**src/rtl/condicionador_botoes.sv**
```systemverilog
// rtl/condicionador_botoes.sv - push-button synchroniser, debouncer and press-pulse generator
// Each channel: 2-FF sync, 4-state debounce FSM, single-cycle pulse on accepted press; counts moves.
module condicionador_botoes #(
  parameter int N_BOTOES        = 8,
  parameter int DEBOUNCE_CYCLES = 50000,
  parameter bit ACTIVE_LOW      = 1'b1
) (
  input  logic                clk,
  input  logic                rst,
  input  logic                enable,
  input  logic                clear_count,
  input  logic [N_BOTOES-1:0] botoes_raw,
  output logic [N_BOTOES-1:0] pulsos,
  output logic [N_BOTOES-1:0] estado,
  output logic                qualquer,
  output logic [7:0]          jogadas
);

  localparam int            CW      = $clog2(DEBOUNCE_CYCLES);
  localparam logic [CW-1:0] CNT_MAX = CW'(DEBOUNCE_CYCLES - 1);

  typedef enum logic [1:0] {
    SOLTO,
    CONFIRMA_PRESS,
    PRESSIONADO,
    CONFIRMA_SOLTA
  } estado_t;

  logic [N_BOTOES-1:0] p;
  logic [N_BOTOES-1:0] s1_q, s_q;
  estado_t             st_q  [N_BOTOES];
  estado_t             st_d  [N_BOTOES];
  logic [CW-1:0]       cnt_q [N_BOTOES];
  logic [CW-1:0]       cnt_d [N_BOTOES];
  logic [N_BOTOES-1:0] pulsos_q, pulsos_d;
  logic [N_BOTOES-1:0] estado_q, estado_d;
  logic                qualquer_q, qualquer_d;
  logic [7:0]          jogadas_q, jogadas_d;

  // After this XOR a 1 always means "pressed", whatever the board wiring.
  assign p = botoes_raw ^ {N_BOTOES{ACTIVE_LOW}};

  always_ff @(posedge clk or posedge rst) begin
    if (rst) begin
      s1_q       <= '0;
      s_q        <= '0;
      pulsos_q   <= '0;
      estado_q   <= '0;
      qualquer_q <= 1'b0;
      jogadas_q  <= 8'd0;
      for (int i = 0; i < N_BOTOES; i++) begin
        st_q[i]  <= SOLTO;
        cnt_q[i] <= '0;
      end
    end else begin
      s1_q       <= p;
      s_q        <= s1_q;
      pulsos_q   <= pulsos_d;
      estado_q   <= estado_d;
      qualquer_q <= qualquer_d;
      jogadas_q  <= jogadas_d;
      for (int i = 0; i < N_BOTOES; i++) begin
        st_q[i]  <= st_d[i];
        cnt_q[i] <= cnt_d[i];
      end
    end
  end

  always_comb begin
    for (int i = 0; i < N_BOTOES; i++) begin
      st_d[i]     = st_q[i];
      cnt_d[i]    = cnt_q[i];
      pulsos_d[i] = 1'b0;
      case (st_q[i])
        SOLTO: begin
          if (s_q[i]) begin
            st_d[i]  = CONFIRMA_PRESS;
            cnt_d[i] = '0;
          end
        end
        CONFIRMA_PRESS: begin
          if (!s_q[i]) begin
            st_d[i] = SOLTO;
          end else if (cnt_q[i] == CNT_MAX) begin
            st_d[i]     = PRESSIONADO;
            // enable only matters on the accepting cycle; a muted press is gone for good
            pulsos_d[i] = enable;
          end else begin
            cnt_d[i] = cnt_q[i] + CW'(1);
          end
        end
        PRESSIONADO: begin
          if (!s_q[i]) begin
            st_d[i]  = CONFIRMA_SOLTA;
            cnt_d[i] = '0;
          end
        end
        CONFIRMA_SOLTA: begin
          if (s_q[i]) begin
            st_d[i] = PRESSIONADO;
          end else if (cnt_q[i] == CNT_MAX) begin
            st_d[i] = SOLTO;
          end else begin
            cnt_d[i] = cnt_q[i] + CW'(1);
          end
        end
        default: st_d[i] = SOLTO;
      endcase
      estado_d[i] = (st_d[i] == PRESSIONADO) || (st_d[i] == CONFIRMA_SOLTA);
    end

    qualquer_d = |pulsos_d;
    jogadas_d  = jogadas_q;
    if (clear_count) begin
      jogadas_d = 8'd0;
    end else if (qualquer_d && (jogadas_q != 8'hFF)) begin
      jogadas_d = jogadas_q + 8'd1;
    end
  end

  assign pulsos   = pulsos_q;
  assign estado   = estado_q;
  assign qualquer = qualquer_q;
  assign jogadas  = jogadas_q;

endmodule

```
**config.mk**
```make
export PLATFORM = sky130hd
export DESIGN_NAME = condicionador_botoes
export DESIGN_NICKNAME = d
export VERILOG_FILES = /design/src/rtl/condicionador_botoes.sv
export SDC_FILE = /design/constraint.sdc
export NUM_CORES = 1
export LEC_CHECK = 0
export CAP_MARGIN = 5
export CORE_MARGIN = 2
export CORE_UTILIZATION = 55
export DETAILED_ROUTE_END_ITERATION = 12
export GPL_ROUTABILITY_DRIVEN = 0
export PLACE_DENSITY_LB_ADDON = 0.12
export SYNTH_ARGS = -nofsm -noshare
export SYNTH_HDL_FRONTEND = slang
export SYNTH_SLANG_ARGS = --single-unit
```
**constraint.sdc**
```tcl
create_clock -name clk -period 5.6 [get_ports clk]
set_input_delay 0.84 -clock clk [delete_from_list [all_inputs] [get_ports clk]]
set_output_delay 0.84 -clock clk [all_outputs]
set_load 0.01 [all_outputs]
```
==> metrics.txt <==
post-CTS sizing=0; Final Hold Vio Count=0; clock buffer depth=2; die width=129 um; Cell variety after synth=47; total number of H-tree levels=4; GRT Total Usage=between 20% and 30%; port bufs=36; mapped cell area=between 0.008 and 0.009 mm^2; Setup violations, final=0; vias in the first global route=just over 6k; Required @ worst endpoint=5.88 ns; post-synthesis sequential area ratio=between 50% and 60%; post-synth top area share=53.8%; Final Power=approximately 0.0026 W; CP Capture Type=register; total CTS buffers=17; RSZ-0062 raised after global routing=false; hold slack=around 0.35 ns; crit-path max cell delay=just under 0.6 ns; Primary FF master, synth=dfrtp_1; Worst Max-Slew Pin Slew=1.00 ns; Seq cells post-synth=around 190; CP cell instances=ha_1, and2_1, and4_1, a21oi_1, nand4_1, nor3_1, xnor2_1, nor2_1; Synth area leader=dfrtp_1; largest net degree at the start of global routing=between 150 and 200; status=complete, no violations; most frequent cell after synthesis=dfrtp_1; area added between synthesis and finish=12.9%; clock-pin slew on the worst setup and hold paths=approximately 0.06 ns; remaining global-route overflow=0; Root Driver=clkbuf_16; Via density=between 5 and 6; Starting Density=between 50% and 60%; most frequent cells after synthesis=dfrtp_1 (185), nor2_1 (131), nand2_1 (86); top post-synthesis cells by area=dfrtp_1 (54%), xor2_1 (7.7%), nor2_1 (5.7%); Final min period=2.67 ns; first-pass GRT wire length=roughly 28,000 um; Post CTS Setup Buffer Count=0; Worst path slowest cell=a21oi_1; NumNets Final=912; clock sinks=roughly 190; number of synthesized flops with an enable pin=0; die area=~0.017 mm^2; hold buffers post-CTS=0; post-DP HPWL=11,300 um; Peak VDD IR=about 0.28 mV; Critical Path AT=about 3 ns; residual DRC count=0; Synth async-reset ratio=100%; worst skew pair latency=0.43 ns; site row count=45; worst clock skew=0.00706 ns; Worst slew margin=approximately a third; critical path class=register to register; Pre-antenna DRT Iters=5; routed wire length=around 17,000 um; synthesized netlist cell count=851; Syn. warnings=0; Startpoint Class=register; MaxCap Viol Count=0; post-synthesis net count=872; die height=about 130 um; CP Max Fanout=12; drt wl/cell=14.8 um; DRT antenna net count=0; Power Density=approximately 270 mW/mm^2; period utilization=between 40 and 50%; share of layout cells above drive strength 1=~6.2%; DR iter-0 viols=370; core area=0.0153 mm^2; fmax=around 0.38 GHz; initial antenna violation count=0; setup TNS=0 ns; via count=approximately 6.1k; CTS tree=done; io pins=37; class of the worst hold path=register to register; Antenna Cells=0; Slew Viols, Final=0; Pleak=between 4 and 5 nW; Avg Synthesized Cell Area=~10 um^2
-- placed cells by master (no fill, tap or decap), drive strengths merged, types with 21 or more instances in the layout --
cell type,instances
dfrtp,185
nor2,131
nand2,86
xor2,76
nand3,49
nand4,37
o21ai,36
clkdlybuf4s50,36
xnor2,32
inv,31
clkbuf,24
a21oi,21
-- per-layer routing --
metal  wire, um  global-route usage (%)  vias up
met4        171                    6.01        0
met2       7890                    34.0       95
met3        648                    4.67       16
li1           -                       -     3007
met5          0                       0        -
met1       7810                    29.5     3023
-- per-stage QoR --
step / worst slack (ns) / cells / area (um^2) / util [%]
global placement: 2.62 / 1083 / 9190 / 60.2
detailed placement: 2.56 / 1083 / 9190 / 60.2
floorplan: 2.38 / 851 / 8620 / -
finish: 2.93 / 1113 / 9720 / 63.7
CTS: 2.91 / 1113 / 9720 / 63.7
global route: 2.65 / 1113 / 9720 / 63.7
-- flip-flops by register name, summed over array words and instances (netlist names) --
name,flops
qualquer,1
jogadas,8
s1_q,8
s_q,8
pulsos,8
cnt_q,128
estado,8
st_q,16
-- area by class of cell --
cell class	instances	area, um^2
multi-input combinational	619	3800
tap	211	264
sequential	185	4630
clock buffer	24	492
fill	1224	5530
clock inverter	6	41.3
inverter	31	120
timing repair buffer	37	380
-- critical path, delay by kind of cell, from the launching register on --
family	cells	cell delay (ns)
adders and majority gates	1	0.24
AOI/OAI and AO/OA	1	0.59
xor gates and xnor gates	1	0.15
DFF	1	0.40
and+or+nand+nor	5	1.14
-- cell families after synthesis --
logic type | after synthesis | share of synthesized area (%)
multiplexers | 12 | 1.54
adder cells (fa/ha/maj) | 9 | 1.31
AND/OR/NAND/NOR | 423 | 25.3
buffers and inverters | 47 | 2.15
XOR/XNOR | 108 | 11.0
flip-flops | 185 | 53.8
AO/OA/AOI/OAI | 67 | 5.01
-- power breakdown --
part	leakage, nW	switching (W)	internal, W	total [W]
clock	0.255	0.000479	0.000610	0.00109
sequential	2.51	0.0000342	0.00137	0.00140
combinational	1.54	0.0000740	0.0000350	0.000109
-- worst paths after layout --
kind                                      start                     to  slack (ns)  cells past startpoint
max in group asynchronous                   rst  cnt_q[88]$_DFFE_PP0P_        3.83                      3
min                           s1_q[5]$_DFF_PP0_       s_q[5]$_DFF_PP0_        0.35                      0
max                        cnt_q[0]$_DFFE_PP0P_  cnt_q[14]$_DFFE_PP0P_        2.93                      8
min in group asynchronous                   rst  cnt_q[71]$_DFFE_PP0P_        1.00                      3
min reg2reg                   s1_q[5]$_DFF_PP0_       s_q[5]$_DFF_PP0_        0.35                      0
max reg2reg                cnt_q[0]$_DFFE_PP0P_  cnt_q[14]$_DFFE_PP0P_        2.93                      8
Power figures use the tool's default switching activity.
